`src/rtl/proc_packet_arbiter_if.sv`:
```
// Processor packet arbiter bus interface.
// Bundles the host-side requester handshake, the read-response path and the
// Garnet proc_packet_wr_*/rd_* signals. When PROC_ARB_BURST_LOCK_EN is defined
// the bundle also carries req_lock.
interface proc_packet_arbiter_if #(
  parameter int NUM_REQ    = 2,
  parameter int ADDR_WIDTH = 19,
  parameter int DATA_WIDTH = 64,
  parameter int STRB_WIDTH = 8
);
  logic [NUM_REQ-1:0]            req_valid;
  logic [NUM_REQ-1:0]            req_ready;
  logic [NUM_REQ-1:0]            req_is_wr;
  logic [NUM_REQ*ADDR_WIDTH-1:0] req_addr;
  logic [NUM_REQ*DATA_WIDTH-1:0] req_wdata;
  logic [NUM_REQ*STRB_WIDTH-1:0] req_strb;
`ifdef PROC_ARB_BURST_LOCK_EN
  logic [NUM_REQ-1:0]            req_lock;
`endif
  logic [NUM_REQ-1:0]            rsp_valid;
  logic [DATA_WIDTH-1:0]         rsp_data;
  logic                          proc_wr_en;
  logic [STRB_WIDTH-1:0]         proc_wr_strb;
  logic [ADDR_WIDTH-1:0]         proc_wr_addr;
  logic [DATA_WIDTH-1:0]         proc_wr_data;
  logic                          proc_rd_en;
  logic [ADDR_WIDTH-1:0]         proc_rd_addr;
  logic [DATA_WIDTH-1:0]         proc_rd_data;
  logic                          proc_rd_data_valid;

  // Arbiter side
  modport slave (
`ifdef PROC_ARB_BURST_LOCK_EN
    input  req_lock,
`endif
    input  req_valid, req_is_wr, req_addr, req_wdata, req_strb,
    input  proc_rd_data, proc_rd_data_valid,
    output req_ready, rsp_valid, rsp_data,
    output proc_wr_en, proc_wr_strb, proc_wr_addr, proc_wr_data,
    output proc_rd_en, proc_rd_addr
  );

  // Host / Garnet side
  modport master (
`ifdef PROC_ARB_BURST_LOCK_EN
    output req_lock,
`endif
    output req_valid, req_is_wr, req_addr, req_wdata, req_strb,
    output proc_rd_data, proc_rd_data_valid,
    input  req_ready, rsp_valid, rsp_data,
    input  proc_wr_en, proc_wr_strb, proc_wr_addr, proc_wr_data,
    input  proc_rd_en, proc_rd_addr
  );
endinterface

```
`src/rtl/proc_packet_arbiter.sv`:
```
// Round-robin arbiter sharing the Garnet processor packet port among NUM_REQ
// requesters. One beat per grant, registered issue, read responses routed back
// to their issuer through an in-order ID queue of depth MAX_RD_OUT.
// Optional feature macro: PROC_ARB_BURST_LOCK_EN (adds req_lock burst locking).
module proc_packet_arbiter #(
  parameter int NUM_REQ    = 2,
  parameter int ADDR_WIDTH = 19,
  parameter int DATA_WIDTH = 64,
  parameter int STRB_WIDTH = 8,
  parameter int MAX_RD_OUT = 4
) (
  input  logic                        clk,
  input  logic                        reset_n,
  proc_packet_arbiter_if.slave        bus,
  output logic [$clog2(MAX_RD_OUT):0] rd_outstanding,
  output logic                        err_unexpected
);
  localparam int          IDW = $clog2(NUM_REQ);
  localparam int          PW  = $clog2(MAX_RD_OUT);
  localparam int          CW  = PW + 1;
  localparam int unsigned NR  = NUM_REQ;

  logic [IDW-1:0]     ptr;
  logic [IDW-1:0]     gnt_id;
  logic               gnt_found;
  logic [NUM_REQ-1:0] eligible;
  logic               q_full;
  logic               q_empty;
  logic               push;
  logic               pop;
  logic [IDW-1:0]     id_q [MAX_RD_OUT];
  logic [PW-1:0]      wptr;
  logic [PW-1:0]      rptr;
  logic [IDW-1:0]     head;

`ifdef PROC_ARB_BURST_LOCK_EN
  typedef enum logic {UNLOCKED, LOCKED} lock_state_t;
  lock_state_t    lock_state;
  logic [IDW-1:0] lock_id;
`endif

  // Eligibility, round-robin grant and read-response routing
  always_comb begin
    q_full    = (rd_outstanding == CW'(MAX_RD_OUT));
    q_empty   = (rd_outstanding == '0);
    eligible  = bus.req_valid & (bus.req_is_wr | {NUM_REQ{~q_full}});
    gnt_found = 1'b0;
    gnt_id    = ptr;
`ifdef PROC_ARB_BURST_LOCK_EN
    if (lock_state == LOCKED && bus.req_lock[lock_id]) begin
      gnt_found = eligible[lock_id];
      gnt_id    = lock_id;
    end else begin
`else
    begin
`endif
      for (int unsigned k = 1; k <= NR; k++) begin
        if (!gnt_found && eligible[IDW'((32'(ptr) + k) % NR)]) begin
          gnt_found = 1'b1;
          gnt_id    = IDW'((32'(ptr) + k) % NR);
        end
      end
    end
    bus.req_ready = '0;
    if (gnt_found && reset_n) bus.req_ready[gnt_id] = 1'b1;
    push = gnt_found & ~bus.req_is_wr[gnt_id];
    head = id_q[rptr];
    pop  = bus.proc_rd_data_valid & ~q_empty;
    bus.rsp_valid = '0;
    if (pop) bus.rsp_valid[head] = 1'b1;
    bus.rsp_data = pop ? bus.proc_rd_data : '0;
  end

  // Grant pointer, ID queue and sticky error
  always_ff @(posedge clk or negedge reset_n) begin
    if (!reset_n) begin
      ptr            <= IDW'(NR - 1);
      wptr           <= '0;
      rptr           <= '0;
      rd_outstanding <= '0;
      err_unexpected <= 1'b0;
      for (int unsigned i = 0; i < MAX_RD_OUT; i++) id_q[i] <= '0;
    end else begin
      if (gnt_found) ptr <= gnt_id;
      if (push) begin
        id_q[wptr] <= gnt_id;
        wptr       <= wptr + 1'b1;
      end
      if (pop) rptr <= rptr + 1'b1;
      rd_outstanding <= rd_outstanding + CW'(push) - CW'(pop);
      if (bus.proc_rd_data_valid && q_empty) err_unexpected <= 1'b1;
    end
  end

  // Registered one-cycle issue of the accepted beat to the proc ports
  always_ff @(posedge clk or negedge reset_n) begin
    if (!reset_n) begin
      bus.proc_wr_en   <= 1'b0;
      bus.proc_rd_en   <= 1'b0;
      bus.proc_wr_addr <= '0;
      bus.proc_wr_data <= '0;
      bus.proc_wr_strb <= '0;
      bus.proc_rd_addr <= '0;
    end else begin
      bus.proc_wr_en <= gnt_found & bus.req_is_wr[gnt_id];
      bus.proc_rd_en <= push;
      if (gnt_found && bus.req_is_wr[gnt_id]) begin
        bus.proc_wr_addr <= bus.req_addr[gnt_id*ADDR_WIDTH +: ADDR_WIDTH];
        bus.proc_wr_data <= bus.req_wdata[gnt_id*DATA_WIDTH +: DATA_WIDTH];
        bus.proc_wr_strb <= bus.req_strb[gnt_id*STRB_WIDTH +: STRB_WIDTH];
      end
      if (push) bus.proc_rd_addr <= bus.req_addr[gnt_id*ADDR_WIDTH +: ADDR_WIDTH];
    end
  end

`ifdef PROC_ARB_BURST_LOCK_EN
  // Burst lock: held from a locked accept until req_lock of the holder drops
  always_ff @(posedge clk or negedge reset_n) begin
    if (!reset_n) begin
      lock_state <= UNLOCKED;
      lock_id    <= '0;
    end else begin
      if (gnt_found && bus.req_lock[gnt_id]) begin
        lock_state <= LOCKED;
        lock_id    <= gnt_id;
      end else if (lock_state == LOCKED && !bus.req_lock[lock_id]) begin
        lock_state <= UNLOCKED;
      end
    end
  end
`endif
endmodule

```
`src/flat_wrapper.sv`:
```
// flat-port wrapper written by rule: the top's interface ports become plain ports
module proc_packet_arbiter_flat 
#(
  parameter int NUM_REQ    = 2,
  parameter int ADDR_WIDTH = 19,
  parameter int DATA_WIDTH = 64,
  parameter int STRB_WIDTH = 8,
  parameter int MAX_RD_OUT = 4
)
  (clk, reset_n, rd_outstanding, err_unexpected, bus_req_valid, bus_req_is_wr, bus_req_addr, bus_req_wdata, bus_req_strb, bus_proc_rd_data, bus_proc_rd_data_valid, bus_req_ready, bus_rsp_valid, bus_rsp_data, bus_proc_wr_en, bus_proc_wr_strb, bus_proc_wr_addr, bus_proc_wr_data, bus_proc_rd_en, bus_proc_rd_addr);
  proc_packet_arbiter_if #(.NUM_REQ(NUM_REQ), .ADDR_WIDTH(ADDR_WIDTH), .DATA_WIDTH(DATA_WIDTH), .STRB_WIDTH(STRB_WIDTH)) bus_i ();
  input  logic clk;
  input  logic reset_n;
  output logic [$clog2(MAX_RD_OUT):0] rd_outstanding;
  output logic err_unexpected;
  input wire logic [$bits(bus_i.req_valid)-1:0] bus_req_valid;
  input wire logic [$bits(bus_i.req_is_wr)-1:0] bus_req_is_wr;
  input wire logic [$bits(bus_i.req_addr)-1:0] bus_req_addr;
  input wire logic [$bits(bus_i.req_wdata)-1:0] bus_req_wdata;
  input wire logic [$bits(bus_i.req_strb)-1:0] bus_req_strb;
  input wire logic [$bits(bus_i.proc_rd_data)-1:0] bus_proc_rd_data;
  input wire logic [$bits(bus_i.proc_rd_data_valid)-1:0] bus_proc_rd_data_valid;
  output wire logic [$bits(bus_i.req_ready)-1:0] bus_req_ready;
  output wire logic [$bits(bus_i.rsp_valid)-1:0] bus_rsp_valid;
  output wire logic [$bits(bus_i.rsp_data)-1:0] bus_rsp_data;
  output wire logic [$bits(bus_i.proc_wr_en)-1:0] bus_proc_wr_en;
  output wire logic [$bits(bus_i.proc_wr_strb)-1:0] bus_proc_wr_strb;
  output wire logic [$bits(bus_i.proc_wr_addr)-1:0] bus_proc_wr_addr;
  output wire logic [$bits(bus_i.proc_wr_data)-1:0] bus_proc_wr_data;
  output wire logic [$bits(bus_i.proc_rd_en)-1:0] bus_proc_rd_en;
  output wire logic [$bits(bus_i.proc_rd_addr)-1:0] bus_proc_rd_addr;
  assign bus_i.req_valid = bus_req_valid;
  assign bus_i.req_is_wr = bus_req_is_wr;
  assign bus_i.req_addr = bus_req_addr;
  assign bus_i.req_wdata = bus_req_wdata;
  assign bus_i.req_strb = bus_req_strb;
  assign bus_i.proc_rd_data = bus_proc_rd_data;
  assign bus_i.proc_rd_data_valid = bus_proc_rd_data_valid;
  assign bus_req_ready = bus_i.req_ready;
  assign bus_rsp_valid = bus_i.rsp_valid;
  assign bus_rsp_data = bus_i.rsp_data;
  assign bus_proc_wr_en = bus_i.proc_wr_en;
  assign bus_proc_wr_strb = bus_i.proc_wr_strb;
  assign bus_proc_wr_addr = bus_i.proc_wr_addr;
  assign bus_proc_wr_data = bus_i.proc_wr_data;
  assign bus_proc_rd_en = bus_i.proc_rd_en;
  assign bus_proc_rd_addr = bus_i.proc_rd_addr;
  proc_packet_arbiter #(.NUM_REQ(NUM_REQ), .ADDR_WIDTH(ADDR_WIDTH), .DATA_WIDTH(DATA_WIDTH), .STRB_WIDTH(STRB_WIDTH), .MAX_RD_OUT(MAX_RD_OUT)) u_core (.clk(clk), .reset_n(reset_n), .bus(bus_i), .rd_outstanding(rd_outstanding), .err_unexpected(err_unexpected));
endmodule
```
`config.mk`:
```
export PLATFORM = sky130hd
export DESIGN_NAME = proc_packet_arbiter_flat
export DESIGN_NICKNAME = d
export VERILOG_FILES = /design/src/rtl/proc_packet_arbiter_if.sv /design/src/rtl/proc_packet_arbiter.sv /design/src/flat_wrapper.sv
export SDC_FILE = /design/constraint.sdc
export NUM_CORES = 1
export LEC_CHECK = 0
export CORE_AREA = 2 2 170 172
export CTS_BUF_LIST = sky130_fd_sc_hd__clkbuf_2 sky130_fd_sc_hd__clkbuf_4 sky130_fd_sc_hd__clkbuf_8
export DETAILED_ROUTE_END_ITERATION = 16
export DIE_AREA = 0 0 172 174
export GPL_TIMING_DRIVEN = 1
export PLACE_DENSITY = 0.58
export SETUP_SLACK_MARGIN = 0.3
export SLEW_MARGIN = 5
export SYNTH_ARGS = -nofsm -noshare
export SYNTH_HDL_FRONTEND = slang
export SYNTH_SLANG_ARGS = --single-unit
```
`constraint.sdc`:
```
create_clock -name clk -period 3.3 [get_ports clk]
set_input_delay 0.33 -clock clk [delete_from_list [all_inputs] [get_ports clk]]
set_output_delay 0.33 -clock clk [all_outputs]
set_load 0.005 [all_outputs]
```
==> impl_metrics.tcl <==
set metrics [dict create \
    utilization_pct 42.4 \
    ctsResizeCount 0 \
    ys_ff_latch 125 \
    synthCells 665 \
    cts_sinks 125 \
    yosysWarnings 0 \
    io-pin-count 437 \
    totalWireLength_um 32500 \
    r2r_end "u_core.bus.proc_wr_data[19]" \
    status "complete, no violations" \
    clockBufferDepth 2 \
    cp-end-kind "primary output" \
    worst_path_max_delay_cell "or4b_4" \
    path_max_fanout 7 \
    period_needed_ns 2.86 \
    fin_worst_skew_ns 0.0168 \
    total_power_mw 8.96 \
    period_share_pct 86.7 \
    clock_latency_ns 0.44 \
    yosysUniqueCellTypes 37 \
    core-area_mm2 0.0282 \
    finalMaxSlewViolations 0 \
    rsz0062_at_grt "no" \
    gp_congestion 0.784 \
    fin_hold_ws_ns 0.239 \
    ff2ff_setup_slack_ns 0.61 \
    cp-startpoint "u_core.rd_outstanding[1]" \
    fmax_mhz 350 \
    cts_tree "built" \
    power.density_mw_per_mm2 747 \
    slowest_delay_ns 0.57 \
    grt_max_degree 111 \
    async_reset_ff_share_pct 100 \
    grt_pass1_wl_um 48000 \
    yosysSeqAreaShare_pct 45.0 \
    firstDrtPassIters 5 \
    crit_arrival_ns 2.53 \
    ctsHtreeMaxLevel 4 \
    synthesis.area_mm2 0.00695 \
    portBuffers 436 \
    fin_ws_ns 0.440 \
    rows 62 \
    fillCellCount 2793 \
    hp-class "in -> async" \
    final_common_cell "clkdlybuf4s50_1" \
    startpoint_type "register" \
    gr-total-overflow 0 \
    drt_first_iter_violations 382 \
    path_cells "or4b_4 > a21oi_4 > nor2_2 > nor2_1 > clkdlybuf4s50_1" \
    maxCapViolations 0 \
    cts_hold_buf 1 \
    multi_input_area_mm2 0.00331 \
    max-vdd-ir-drop_mv 0.411 \
    postRouteAntennaNets 0 \
    finalSetupViolations 0 \
    antenna_cells 0 \
    endpoint "bus_req_ready[0]" \
    avgSynthCellArea_um2 10.5 \
    regArea_mm2 0.00313 \
    synth_edf_count 0 \
    grt_pass1_vias 7463 \
    vias_per_cell 5.18 \
    r2r_cells 5 \
    die_width_um 172 \
    dp_cells 1413 \
    rr_startpoint "u_core.rd_outstanding[1]" \
    grt_usage_pct 21.0 \
    die_h_um 174 \
    numCtsBuffers 17 \
    drcViolationCount 0 \
    antenna_found_initial 0 \
    synth_top_flop_cell "dfrtp_1" \
    syn_to_final_growth_pct 72.4 \
    die-area_mm2 0.0299 \
    worst_slew_pin_slew_ns 1.13 \
    wire_per_inst_um 22.5 \
    crit_required_ns 2.97 \
    final_hold_viol_count 0 \
    initial_utilization_pct 24.6 \
    vias 7488 \
    path_clk_slew_ns 0.09 \
    final_area_mm2 0.0120 \
    crit_type "reg -> out" \
    final_cells 1446 \
    dpl_cell_area_mm2 0.0116 \
    post-dp-hpwl_um 21700 \
    final_cell_mix "435 x clkdlybuf4s50_1, 124 x dfrtp_1, 110 x a2bb2oi_1, 91 x a311oi_1, 67 x and2_1" \
    cts_setup_buffers 0 \
    pre_cts_slack_ns 0.418 \
    synth_nets 925 \
    slew_headroom_pct 24.4 \
    finalSetupTns_ns 0 \
    layout-drive-gt1-share_pct 6.40 \
    nets 1309 \
    p_leak_nw 4.55 \
    cts_root_buf "clkbuf_8" \
]
cell usage after synthesis (4+ instances only):
cell type,number,share of area [%]
a2bb2oi_1,110,14
and2_1,67,6.0
buf_2,31,2.2
xnor2_1,4,0.50
inv_1,26,1.4
mux2_2,4,0.65
clkbuf_1,40,2.2
nand3_1,5,0.36
o21ai_1,37,2.7
o21ai_0,55,4.0
ha_1,6,1.1
buf_6,13,2.1
o311a_1,19,2.7
dfrtp_1,124,45
a311oi_1,91,11
final cells by class:
class | count | area share [%]
clock buffers | 17 | 1.95
clock inverters | 15 | 1.35
inverters | 26 | 0.814
multi-input cells | 426 | 27.6
flip-flops and latches | 125 | 26.1
well taps | 384 | 4.01
repair buffers | 453 | 38.1
cell families (layout without fill, tap and decap cells):
family	Yosys count	in the layout	synth area share, %
adder cells (fa/ha/maj)	7	7	1.37
multiplexers	5	5	0.972
XOR/XNOR	5	5	0.630
AO/OA/AOI/OAI	319	319	35.6
buffers and inverters	114	511	8.30
AND/OR/NAND/NOR	90	90	8.14
flip-flops	125	125	45.0
power breakdown:
part           internal [mW]  switching, mW
Sequential              2.27          0.502
Combinational           2.74           2.01
Clock                  0.681          0.747
worst min-delay path by stage:
stage / startpoint / end / slack, ns / cells past startpoint
after floorplan: reset_n / u_core.bus.proc_rd_addr[0] / 0.03 / 0
after CTS: reset_n / u_core.bus.proc_wr_data[44] / 0.20 / 2
after detailed placement: reset_n / u_core.bus.proc_wr_data[44] / 0.13 / 1
after global placement: reset_n / u_core.bus.proc_wr_data[44] / 0.13 / 1
final: reset_n / u_core.bus.proc_wr_data[44] / 0.24 / 2
after global routing: reset_n / u_core.bus.proc_wr_data[44] / 0.21 / 2
registers in the layout, indices dropped and copies added, names as in the netlist:
register                 cells
u_core.bus.proc_wr_strb      8
u_core.rptr                  2
u_core.err_unexpected        1
u_core.bus.proc_wr_addr     19
u_core.bus.proc_rd_addr     19
u_core.id_q                  4
u_core.ptr                   1
u_core.rd_outstanding        3
u_core.bus.proc_wr_data     64
u_core.bus.proc_rd_en        1
u_core.bus.proc_wr_en        1
u_core.wptr                  2
critical path: cells and delay by family (launching register included):
kind,cells,cell delay (ns)
AOI/OAI and AO/OA,1,0.31
buffers and inverters,1,0.53
DFF,1,0.50
and+or+nand+nor,3,0.77
routing by layer:
metal,track usage [%],share of wire [%],vias to the layer above
li1,-,-,3365
met3,6.03,8.6,39
met5,0,0,-
met4,5.53,2.2,0
met2,33.9,47,352
met1,27.4,42,3732
(Power assumes the default switching activity.)
